[config.mk]
export PLATFORM = sky130hd
export DESIGN_NAME = i2c_controller
export DESIGN_NICKNAME = d
export VERILOG_FILES = /design/src/rtl/i2c_pkg.sv /design/src/rtl/i2c_quarter_tick.sv /design/src/rtl/i2c_controller.sv
export SDC_FILE = /design/constraint.sdc
export NUM_CORES = 1
export LEC_CHECK = 0
export ABC_AREA = 1
export CORE_MARGIN = 4
export CORE_UTILIZATION = 60
export CTS_CLUSTER_SIZE = 28
export DETAILED_ROUTE_END_ITERATION = 6
export PLACE_DENSITY = 0.83
export SLEW_MARGIN = 20
export SYNTH_ARGS = -nofsm -noshare
export SYNTH_HDL_FRONTEND = slang
export SYNTH_SLANG_ARGS = --single-unit
export TNS_END_PERCENT = 20
[constraint.sdc]
create_clock -name clk -period 3.3 [get_ports clk]
set_clock_uncertainty 0.15 [all_clocks]
set_input_delay 0.33 -clock clk [delete_from_list [all_inputs] [get_ports clk]]
set_output_delay 0.33 -clock clk [all_outputs]
set_load 0.02 [all_outputs]
[src/rtl/i2c_pkg.sv]
// Shared I2C definitions: FSM states, quarter phases, transfer direction and byte slots.
package i2c_pkg;

  typedef enum logic [2:0] {
    ST_IDLE,
    ST_START,
    ST_TX_BIT,
    ST_RX_ACK,
    ST_RX_BIT,
    ST_TX_NACK,
    ST_STOP
  } i2c_state_e;

  localparam logic [1:0] QTR_0 = 2'd0;
  localparam logic [1:0] QTR_1 = 2'd1;
  localparam logic [1:0] QTR_2 = 2'd2;
  localparam logic [1:0] QTR_3 = 2'd3;

  localparam logic I2C_WRITE = 1'b0;
  localparam logic I2C_READ  = 1'b1;

  localparam logic [1:0] BYTE_DEV  = 2'd0;
  localparam logic [1:0] BYTE_REG  = 2'd1;
  localparam logic [1:0] BYTE_DATA = 2'd2;

  localparam logic [2:0] BIT_MSB = 3'd7;

  // Address byte as it appears on the wire: 7-bit address followed by the R/W bit.
  function automatic logic [7:0] addr_byte(input logic [6:0] dev, input logic rw);
    return {dev, rw};
  endfunction

endpackage

[src/rtl/i2c_quarter_tick.sv]
// Divides the system clock into SCL quarter periods; held at quarter 0 while disabled.
module i2c_quarter_tick #(
  parameter int CLK_DIV = 4
) (
  input  logic       clk,
  input  logic       rst,
  input  logic       en_i,
  output logic       tick_o,
  output logic [1:0] quarter_o
);

  localparam int CW = $clog2(CLK_DIV);
  localparam logic [CW-1:0] LAST = CW'(CLK_DIV - 1);

  logic [CW-1:0] cnt_q, cnt_d;
  logic [1:0]    qtr_q, qtr_d;

  assign tick_o    = en_i && (cnt_q == LAST);
  assign quarter_o = qtr_q;

  // Count clk cycles within a quarter and advance the quarter index on each tick.
  always_comb begin
    cnt_d = cnt_q;
    qtr_d = qtr_q;
    if (!en_i) begin
      cnt_d = '0;
      qtr_d = 2'd0;
    end else if (tick_o) begin
      cnt_d = '0;
      qtr_d = qtr_q + 2'd1;
    end else begin
      cnt_d = cnt_q + CW'(1);
    end
  end

  // Counter state registers.
  always_ff @(posedge clk or posedge rst) begin
    if (rst) begin
      cnt_q <= '0;
      qtr_q <= 2'd0;
    end else begin
      cnt_q <= cnt_d;
      qtr_q <= qtr_d;
    end
  end

endmodule

[src/rtl/i2c_controller.sv]
// Single-register I2C initiator: register write and register read (stop + restart) with ACK checking.
module i2c_controller
  import i2c_pkg::*;
#(
  parameter int CLK_DIV = 4
) (
  input  logic       clk,
  input  logic       rst,
  input  logic       start,
  input  logic       rw,
  input  logic [6:0] dev_addr,
  input  logic [7:0] reg_addr,
  input  logic [7:0] wdata,
  output logic [7:0] rdata,
  output logic       busy,
  output logic       done,
  output logic       ack_err,
  output logic       scl_oe,
  output logic       sda_oe,
  input  logic       sda_in
);

  i2c_state_e state_q, state_d;
  logic [2:0] bit_q, bit_d;
  logic [1:0] byte_q, byte_d;
  logic       phase2_q, phase2_d;
  logic       err_q, err_d;
  logic       rw_q, rw_d;
  logic [6:0] dev_q, dev_d;
  logic [7:0] reg_q, reg_d, wdata_q, wdata_d;
  logic [7:0] tx_q, tx_d, rx_q, rx_d, rdata_q, rdata_d;
  logic       busy_q, busy_d, done_q, done_d, ackerr_q, ackerr_d;
  logic       sda_meta_q, sda_sync_q;

  logic       tick;
  logic [1:0] quarter;
  logic       sample, qend;

  i2c_quarter_tick #(.CLK_DIV(CLK_DIV)) u_tick (
    .clk       (clk),
    .rst       (rst),
    .en_i      (busy_q),
    .tick_o    (tick),
    .quarter_o (quarter)
  );

  assign sample  = tick && (quarter == QTR_2);
  assign qend    = tick && (quarter == QTR_3);
  assign rdata   = rdata_q;
  assign busy    = busy_q;
  assign done    = done_q;
  assign ack_err = ackerr_q;

  // Sequence the transaction slot by slot; every slot ends on the last cycle of quarter 3.
  always_comb begin
    state_d  = state_q;
    bit_d    = bit_q;
    byte_d   = byte_q;
    phase2_d = phase2_q;
    err_d    = err_q;
    rw_d     = rw_q;
    dev_d    = dev_q;
    reg_d    = reg_q;
    wdata_d  = wdata_q;
    tx_d     = tx_q;
    rx_d     = rx_q;
    rdata_d  = rdata_q;
    busy_d   = busy_q;
    done_d   = 1'b0;
    ackerr_d = ackerr_q;
    case (state_q)
      ST_IDLE: begin
        if (start) begin
          state_d  = ST_START;
          busy_d   = 1'b1;
          rw_d     = rw;
          dev_d    = dev_addr;
          reg_d    = reg_addr;
          wdata_d  = wdata;
          phase2_d = 1'b0;
          err_d    = 1'b0;
          byte_d   = BYTE_DEV;
        end
      end
      ST_START: begin
        if (qend) begin
          state_d = ST_TX_BIT;
          bit_d   = BIT_MSB;
          tx_d    = addr_byte(dev_q, phase2_q ? I2C_READ : I2C_WRITE);
        end
      end
      ST_TX_BIT: begin
        if (qend) begin
          if (bit_q == 3'd0) begin
            state_d = ST_RX_ACK;
          end else begin
            bit_d = bit_q - 3'd1;
            tx_d  = {tx_q[6:0], 1'b0};
          end
        end
      end
      ST_RX_ACK: begin
        if (sample) begin
          err_d = err_q | sda_sync_q;
        end
        if (qend) begin
          if (err_q) begin
            state_d = ST_STOP;
          end else if (phase2_q) begin
            state_d = ST_RX_BIT;
            bit_d   = BIT_MSB;
          end else if (byte_q == BYTE_DEV) begin
            state_d = ST_TX_BIT;
            bit_d   = BIT_MSB;
            byte_d  = BYTE_REG;
            tx_d    = reg_q;
          end else if ((byte_q == BYTE_REG) && (rw_q == I2C_WRITE)) begin
            state_d = ST_TX_BIT;
            bit_d   = BIT_MSB;
            byte_d  = BYTE_DATA;
            tx_d    = wdata_q;
          end else begin
            state_d = ST_STOP;
          end
        end
      end
      ST_RX_BIT: begin
        if (sample) begin
          rx_d = {rx_q[6:0], sda_sync_q};
        end
        if (qend) begin
          if (bit_q == 3'd0) begin
            state_d = ST_TX_NACK;
          end else begin
            bit_d = bit_q - 3'd1;
          end
        end
      end
      ST_TX_NACK: begin
        if (qend) begin
          state_d = ST_STOP;
        end
      end
      ST_STOP: begin
        if (qend) begin
          if ((rw_q == I2C_READ) && !phase2_q && !err_q) begin
            state_d  = ST_START;
            phase2_d = 1'b1;
          end else begin
            state_d  = ST_IDLE;
            busy_d   = 1'b0;
            done_d   = 1'b1;
            ackerr_d = err_q;
            if (phase2_q && !err_q) begin
              rdata_d = rx_q;
            end
          end
        end
      end
      default: state_d = ST_IDLE;
    endcase
  end

  // Decode the open-drain pull-low enables from the current slot and quarter.
  always_comb begin
    scl_oe = 1'b0;
    sda_oe = 1'b0;
    case (state_q)
      ST_START: begin
        sda_oe = (quarter == QTR_2) || (quarter == QTR_3);
        scl_oe = (quarter == QTR_3);
      end
      ST_TX_BIT: begin
        scl_oe = (quarter == QTR_0) || (quarter == QTR_1);
        sda_oe = ~tx_q[7];
      end
      ST_RX_ACK, ST_RX_BIT, ST_TX_NACK: begin
        scl_oe = (quarter == QTR_0) || (quarter == QTR_1);
      end
      ST_STOP: begin
        scl_oe = (quarter == QTR_0);
        sda_oe = (quarter == QTR_0) || (quarter == QTR_1);
      end
      default: begin
        scl_oe = 1'b0;
        sda_oe = 1'b0;
      end
    endcase
  end

  // State registers; reset drops to IDLE so both lines are released at once.
  always_ff @(posedge clk or posedge rst) begin
    if (rst) begin
      state_q  <= ST_IDLE;
      bit_q    <= 3'd0;
      byte_q   <= BYTE_DEV;
      phase2_q <= 1'b0;
      err_q    <= 1'b0;
      rw_q     <= I2C_WRITE;
      dev_q    <= 7'h00;
      reg_q    <= 8'h00;
      wdata_q  <= 8'h00;
      tx_q     <= 8'h00;
      rx_q     <= 8'h00;
      rdata_q  <= 8'h00;
      busy_q   <= 1'b0;
      done_q   <= 1'b0;
      ackerr_q <= 1'b0;
    end else begin
      state_q  <= state_d;
      bit_q    <= bit_d;
      byte_q   <= byte_d;
      phase2_q <= phase2_d;
      err_q    <= err_d;
      rw_q     <= rw_d;
      dev_q    <= dev_d;
      reg_q    <= reg_d;
      wdata_q  <= wdata_d;
      tx_q     <= tx_d;
      rx_q     <= rx_d;
      rdata_q  <= rdata_d;
      busy_q   <= busy_d;
      done_q   <= done_d;
      ackerr_q <= ackerr_d;
    end
  end

  // Two-flop synchronizer for the asynchronous SDA pad; idles high like the bus.
  always_ff @(posedge clk or posedge rst) begin
    if (rst) begin
      sda_meta_q <= 1'b1;
      sda_sync_q <= 1'b1;
    end else begin
      sda_meta_q <= sda_in;
      sda_sync_q <= sda_meta_q;
    end
  end

endmodule

Yosys cells after proc, flatten, opt, wreduce, memory -nomap -nowiden
Cells that the tools add are included.

Register bits: 67. Latch bits: 0. RAM bits: 0. Memory bits (read-only): 0. Bits of input ports: 28. Output and inout port bits: 13. Logic and storage cells: 149. Memories kept: 0.

$add $sub $neg: 3. $mul: 0. Divide/modulo/power cells: 0. Order comparisons: 0. Eq/ne operators: 31. Shift-type cells: 0. Multiplexer cells: 60. Bitwise logic cells: 4. Reduce and logical (&&, ||, !) cells: 32.

Operators with widths (count): 2-to-1 mux 8 bit (8); 2-to-1 mux 3 bit (21); inequality test 2 bit, second input constant (16); case mux 8 bit (3 select lines) (1); case mux 3 bit (7 select lines) (1); 2-to-1 mux 2 bit (10); 2-to-1 mux 1 bit (12); AND reduction 4 bit (3); equality test 3 bit, second input constant (3); case mux 3 bit (3 select lines) (1); AND reduction 9 bit (1); AND reduction 8 bit (1); logical AND 1 bit (7); AND reduction 7 bit (1); equality test 2 bit, second input constant (3); equality test 3 x 2 -> 1 bit, second input constant (2); zero test 3 bit (2); case mux 1 bit (2 select lines) (3); case mux 1 bit (3 select lines) (2); AND reduction 3 bit (2); AND reduction 6 bit (1); nonzero test 3 bit (2); adder 2 x 1 -> 2 bit, second input constant (2); equality test 2 x 1 -> 1 bit, second input constant (2); 15 further kinds (23).

Depth between registers and ports, before layout
Gate-level depths: netlist of the first run.

Word-level depth: 8. Depth in mapped cells: 10. Depth with buffers taken out: 9.

By module
A second synthesis of the first run with hierarchy kept.

Cell total of the unflattened synthesis: 421. Area total of the unflattened synthesis: 3295.7 µm².

Modules (own cells, without submodules): i2c_controller (times used 1, cells an instance 400, area each 3111.7 µm², seq. area each 1579.0 µm²); i2c_quarter_tick (times used 1, cells an instance 21, area each 183.9 µm², seq. area each 100.1 µm²).

Worst setup path before layout of the first run
Ideal clock, no wire load.

Path type: register -> output. From: register state_q[2]. To: output sda_oe. Arrival: 1.278 ns. Data required time: 2.820 ns. Slack: 1.542 ns. Stages on the path, launching flop included: 6. Cell sequence: dfrtp_1 -> buf_6 -> inv_2 -> nand3_2 -> buf_2 -> o211ai_1.

Longest elaborated chain between the ends: 2.

Ends and longest elaborated chain: from (decl) (RTL line i2c_controller.sv:23) `i2c_state_e state_q, state_d;`; from (signal assigned) (RTL line i2c_controller.sv:210) `state_q <= state_d;`; equality test 3 bit (tied with other cells) (RTL line i2c_controller.sv:168) `case (state_q)`; case mux 1 bit (3 select lines) (*) (RTL line i2c_controller.sv:168); to (decl) (RTL line i2c_controller.sv:19) `output logic sda_oe,`.

Every way passes the cells marked *; elsewhere a longest branch is shown, timed or not.

Final worst setup path of the first run
From: register state_q[1]. To: output sda_oe.

The elaborated chain is that of the path after synthesis.

==> results of run 1 <==
[cell type report]
cell class              instances  area [um2]
flip-flops and latches         67        1680
multi-input cells             308        1510
fillers                       419        1450
repair buffers                 43         423
clock buffers                  12         145
inverters                      30         113
clock inverters                 4        98.8
well taps                      72        90.1
[cells in the mapped netlist]
cell type / number / area (um2)
dfstp_2: 2 / 52.6
nand2_1: 176 / 661
xnor2_1: 1 / 8.76
o21ai_0: 30 / 150
nor3b_4: 1 / 18.8
nand2_2: 7 / 43.8
a21oi_1: 1 / 5.00
ha_1: 7 / 87.6
nor2_2: 3 / 18.8
buf_2: 6 / 30.0
o21ai_2: 8 / 70.1
o221ai_1: 1 / 8.76
o21bai_1: 3 / 22.5
a21oi_2: 1 / 8.76
clkbuf_1: 2 / 7.51
o21ai_1: 2 / 10.0
nand2_4: 1 / 11.3
o22ai_1: 2 / 12.5
a21boi_0: 1 / 7.51
dfrtp_1: 65 / 1630
nand3_1: 36 / 180
buf_6: 5 / 56.3
inv_1: 25 / 93.8
nor2_1: 12 / 45.0
buf_4: 1 / 7.51
inv_2: 5 / 18.8
nand4_1: 2 / 12.5
o211ai_1: 2 / 15.0
or2_2: 1 / 6.26
nand3_2: 4 / 40.0
nor2_4: 6 / 67.6
[power by group through the flow]
stage               registers (mW)  clock network (mW)  logic, mW
floorplan                     1.20                   0       1.12
global placement              1.27                   0       1.29
detailed placement            1.28                   0       1.35
CTS                           1.27               0.840       1.36
global route                  1.31               0.876       1.55
finish                        1.28               0.831       1.36
[layout by cell type, fill, tap and decap left out, drive strengths merged, types with 2 or more instances in the layout]
master	netlist	routed
inv	30	30
nand3	40	40
o211ai	2	2
clkdlybuf4s50	0	40
clkbuf	2	12
nand4	2	2
bufinv	0	3
a21oi	2	2
o21bai	3	3
o22ai	2	2
o21ai	40	40
nand2	184	184
dfstp	2	2
buf	12	3
nor2	21	21
ha	7	7
dfrtp	65	65
[worst max-delay path, delay by kind of cell, from the launching register on]
| kind | cells | cell delay, ps |
|---|---|---|
| flip-flops | 1 | 620 |
| AND/OR/NAND/NOR | 1 | 380 |
| buffers and inverters | 1 | 630 |
| AO/OA/AOI/OAI | 1 | 290 |
[metal layers]
layer	vias up	track usage	wire length (um)
met5	-	0	0
met4	0	0.103	199
met3	23	0.0526	465
met2	105	0.370	3400
met1	1359	0.272	3100
li1	1414	-	-
[metrics by stage]
step           instances  setup WS (ps)
5_1_grt              536            417
3_3_place_gp         520            997
6_report             536            549
4_1_cts              536            551
2_1_floorplan        419           1140
3_5_place_dp         520            922
[sequential cells by signal, summed over array words and instances, names as in the netlist]
name / count
sda_sync_q: 1
u_tick.cnt_q: 2
done: 1
err_q: 1
dev_q: 7
rdata: 8
byte_q: 2
rx_q: 8
rw_q: 1
phase2_q: 1
state_q: 3
reg_q: 8
bit_q: 3
sda_meta_q: 1
busy: 1
ack_err: 1
u_tick.quarter_o: 2
tx_q: 8
wdata_q: 8
[path summary, 6_finish.rpt]
path | cells past startpoint | to
max in group asynchronous | 3 | dev_q[1]
worst max-delay path | 3 | sda_oe
worst max register to register | 6 | tx_q[0]
worst min register to register | 0 | sda_sync_q
worst min-delay path | 0 | sda_sync_q
min in group asynchronous | 2 | rx_q[6]
[logic make-up (layout without fill, tap and decap cells)]
kind of cell,Yosys count,after routing,share of synthesized area
simple gates,249,249,0.325
buf+inv,44,89,0.0628
compound gates,51,51,0.0911
xor+xnor,1,1,0.00257
fa+ha+maj,7,7,0.0257
flops,67,67,0.493
==> results_dict.tcl, run 1 <==
set metrics [dict create \
    outcome "completed" \
    clk_pin_slew_worst_paths_ps 70 \
    seqPwrFrac 0.368 \
    fp-row-count 27 \
    cts_tree "yes" \
    drv_slew 0 \
    syn_area_mm2 0.00340 \
    areaGrowthSynthToFinish_pct 19.3 \
    die-area_mm2 0.00694 \
    syn_nets 454 \
    numCtsBuffers 9 \
    clockBufferDepth 2 \
    core_area_mm2 0.00551 \
    p_sw_frac 0.400 \
    totalWireLength_um 7170 \
    diodes 0 \
    grt_max_degree 30 \
    worstSetupEndpointType "primary output" \
    initial_utilization 0.618 \
    ys_types 31 \
    critPathLaunch "state_q[1]" \
    hold_viol 0 \
    max_stage_delay_ps 630 \
    first_pass_iters 5 \
    postPlaceCellArea_mm2 0.00382 \
    min_period_over_period 0.834 \
    dieWidth_um 83.3 \
    cp_max_fo 17 \
    totalPowerFinal_mw 3.47 \
    grt_use_total 0.222 \
    root_buffer "clkbuf_8" \
    drt_iter0_drc 247 \
    timing.fmax_ghz 0.364 \
    holdWs_ps 216 \
    rrSetupSlack_ps 1190 \
    intPower_mw 2.08 \
    insertion_delay_ps 350 \
    fin_nets 494 \
    rsz0062_at_grt "false" \
    cts_max_level 3 \
    numPortBuffers 40 \
    antenna_left 0 \
    min_period_ps 2750 \
    crit_arrival_ps 2270 \
    power.density_mw_per_mm2 854 \
    worstPathRequired_ps 2820 \
    drive_gt1_frac 0.123 \
    cts_resized 0 \
    synth_warnings 0 \
    p_clk_frac 0.239 \
    hpwl_um 5080 \
    final_util 0.737 \
    syn_inst 419 \
    die-height_um 83.3 \
    worstMarginPinSlew_ps 624 \
    num_vias 2901 \
    avgRoutedWirePerCell_um 13.4 \
    gp_congestion 0.884 \
    antenna_found_initial 0 \
    hp-class "reg -> reg" \
    postCtsSetupBuffers 0 \
    drt_drc_violations_left 0 \
    worstSetupPathType "reg -> out" \
    power.switching_mw 1.39 \
    postCtsHoldBufs 0 \
    slew_headroom 0.583 \
    clock-sinks 67 \
    viasPerCell 5.41 \
    setup_violations 0 \
    cap_viol_max_count 0 \
    start_kind "flop" \
    tns_ps 0 \
    post_synth.cell_area_avg_um2 8.13 \
    ys_ff_latch 67 \
    p_leak_nw 2.00 \
    grt_pass1_vias 2891 \
    grt_pass1_wl_um 12600 \
    ys_seq_area_frac 0.493 \
    min_from "sda_meta_q" \
    cp_cell_sequence "nand3_2 -> o211ai_1 -> clkdlybuf4s50_1" \
    slowest_stage "clkdlybuf4s50_1" \
    fin_area_mm2 0.00406 \
    p_comb_frac 0.393 \
    ios 41 \
    reg2reg_from "state_q[1]" \
    grt_overflow_total 0 \
    ir_worst_vdd_mv 0.461 \
]
No activity file was read; power rests on OpenSTA's default activity.
==> run 2: changes to the inputs <==
--- a/config.mk
+++ b/config.mk
@@ -7,10 +7,10 @@
 export LEC_CHECK = 0
 export ABC_AREA = 1
 export CORE_MARGIN = 4
-export CORE_UTILIZATION = 60
+export CORE_UTILIZATION = 56
 export CTS_CLUSTER_SIZE = 28
 export DETAILED_ROUTE_END_ITERATION = 6
-export PLACE_DENSITY = 0.83
+export PLACE_DENSITY = 0.78
 export SLEW_MARGIN = 20
 export SYNTH_ARGS = -nofsm -noshare
 export SYNTH_HDL_FRONTEND = slang
==> constraint.sdc (replaced) <==
create_clock -name clk -period 2.6 [get_ports clk]
set_clock_uncertainty 0.15 [all_clocks]
set_input_delay 0.26 -clock clk [delete_from_list [all_inputs] [get_ports clk]]
set_output_delay 0.26 -clock clk [all_outputs]
set_load 0.02 [all_outputs]
==> run 2 against run 1 <==
Net effect:
- combinational power is 27% higher
- non-clock buffer count is 3 higher
- first-iteration DRC count is 28% lower
- routed wire length is 0.21% lower
- sequential cell count stayed put
- hold slack worse by 69 ps
- die area is 6.4% higher
- critical endpoint unchanged
- largest power group unchanged
- highest routed layer unchanged
==> results_dict.tcl, run 2 (same netlist as run 1, synthesis figures left out) <==
set metrics [dict create \
    timing.fmax_ghz 0.402 \
    worstSetupPathType "reg -> out" \
    diodes 0 \
    final_cell_mix "nand2_1, dfrtp_1, clkdlybuf4s50_1" \
    postCtsSetupBuffers 0 \
    first_pass_iters 4 \
    worstMarginPinSlew_ps 591 \
    root_buffer "clkbuf_8" \
    worstPathRequired_ps 2190 \
    seqPwrFrac 0.389 \
    num_vias 2829 \
    ios 41 \
    grt_use_total 0.213 \
    drt_drc_violations_left 0 \
    clockBufferDepth 2 \
    dieWidth_um 86.0 \
    place_ws_ps 451 \
    tns_ps 0 \
    cp_cell_sequence "nand2_2 -> nor2_1 -> nand2_1 -> o211ai_1 -> clkdlybuf4s50_1" \
    crit_buf_inv 1 \
    finalWorstSetupSlack_ps 112 \
    initial_utilization 0.575 \
    rrSetupSlack_ps 580 \
    fp-row-count 28 \
    setup_violations 0 \
    postCtsHoldBufs 0 \
    max_stage_delay_ps 630 \
    cp_max_fo 9 \
    numCtsBuffers 9 \
    hpwl_um 5260 \
    hold_viol 0 \
    antenna_left 0 \
    worstSetupEndpointType "primary output" \
    grt_pass1_vias 2766 \
    grt_pass1_wl_um 12300 \
    ff2ff_path_depth 8 \
    fin_nets 497 \
    intPower_mw 2.38 \
    antenna_found_initial 0 \
    final_cells 542 \
    final_util 0.681 \
    slowest_stage "clkdlybuf4s50_1" \
    p_comb_frac 0.417 \
    totalWireLength_um 7150 \
    r2r_end "tx_q[3]" \
    power.density_mw_per_mm2 1030 \
    wl_met1_um 3170 \
    hp-class "in -> async" \
    cts_max_level 3 \
    outcome "completed" \
    totalPowerFinal_mw 4.16 \
    min_period_over_period 0.957 \
    drv_slew 0 \
    reg2reg_from "state_q[2]" \
    rsz0062_at_grt "false" \
    p_clk_frac 0.195 \
    numPortBuffers 40 \
    grt_overflow_total 0 \
    fin_area_mm2 0.00403 \
    cap_viol_max_count 0 \
    clk_pin_slew_worst_paths_ps 80 \
    gp_congestion 0.916 \
    postPlaceCellArea_mm2 0.00384 \
    p_sw_frac 0.428 \
    power.switching_mw 1.78 \
    areaGrowthSynthToFinish_pct 18.5 \
    wl_met3_um 324 \
    drive_gt1_frac 0.137 \
    min_period_ps 2490 \
    slew_headroom 0.605 \
    viasPerCell 5.22 \
    cts_resized 0 \
    wl_met2_um 3480 \
    die-height_um 86.0 \
    critPathTopFamily "buffers and inverters" \
    avgRoutedWirePerCell_um 13.2 \
    p_leak_nw 2.00 \
    fillers 491 \
    ir_worst_vdd_mv 0.542 \
    insertion_delay_ps 340 \
    highest_layer "met4" \
    clock-sinks 67 \
    drt_iter0_drc 179 \
    grt_max_degree 30 \
    critPathLaunch "state_q[2]" \
    final_common_cell "nand2_1" \
    holdWs_ps 148 \
    crit_arrival_ps 2080 \
    start_kind "flop" \
    core_area_mm2 0.00592 \
    placed_cells 526 \
    cts_tree "yes" \
    die-area_mm2 0.00739 \
]
-- run 2: changes by cell type in the layout (fill, tap and decap cells not counted), sizes merged --
| cell | previous run | this run |
|---|---|---|
| clkinv | 1 | 4 |
| buf | 3 | 6 |
| dlymetal6s2s | 0 | 1 |
| bufinv | 3 | 0 |
| clkbuf | 12 | 10 |
| inv | 30 | 32 |
| clkdlybuf4s50 | 40 | 39 |
-- run 2: routing by layer --
metal,track usage,vias up
li1,-,1417
met1,0.264,1323
met2,0.352,72
met3,0.0451,17
met4,0.104,0
met5,0,-
-- run 2: worst max path at each step --
stage	to	slack, ps	cells after the start
6_report	sda_oe	110	5
5_1_grt	sda_oe	50	6
4_1_cts	scl_oe	60	6
3_5_place_dp	scl_oe	450	6
3_3_place_gp	scl_oe	530	6
2_1_floorplan	ack_err	510	1
-- run 2: final cells by class --
class,instances,area [um2],share of cell area
Timing Repair Buffer,46,448,0.111
Clock inverter,6,48.8,0.0121
Sequential cell,67,1680,0.417
Tap cell,75,93.8,0.0233
Multi-Input combinational cell,308,1510,0.375
Clock buffer,10,138,0.0341
Inverter,30,113,0.0279
-- run 2: worst reg2reg max path: cells and delay by family, from the launching register on --
kind / cells / cell delay, ps
buf+inv: 2 / 340
flops: 1 / 620
simple gates: 5 / 730
compound gates: 1 / 80
-- run 2: power groups by stage --
| stage | registers, mW | clock network [mW] | logic (mW) |
|---|---|---|---|
| global placement | 1.61 | 0 | 1.68 |
| finish | 1.62 | 0.810 | 1.73 |
| global route | 1.66 | 0.873 | 1.99 |
| detailed placement | 1.63 | 0 | 1.74 |
| CTS | 1.61 | 0.823 | 1.74 |
| floorplan | 1.52 | 0 | 1.42 |
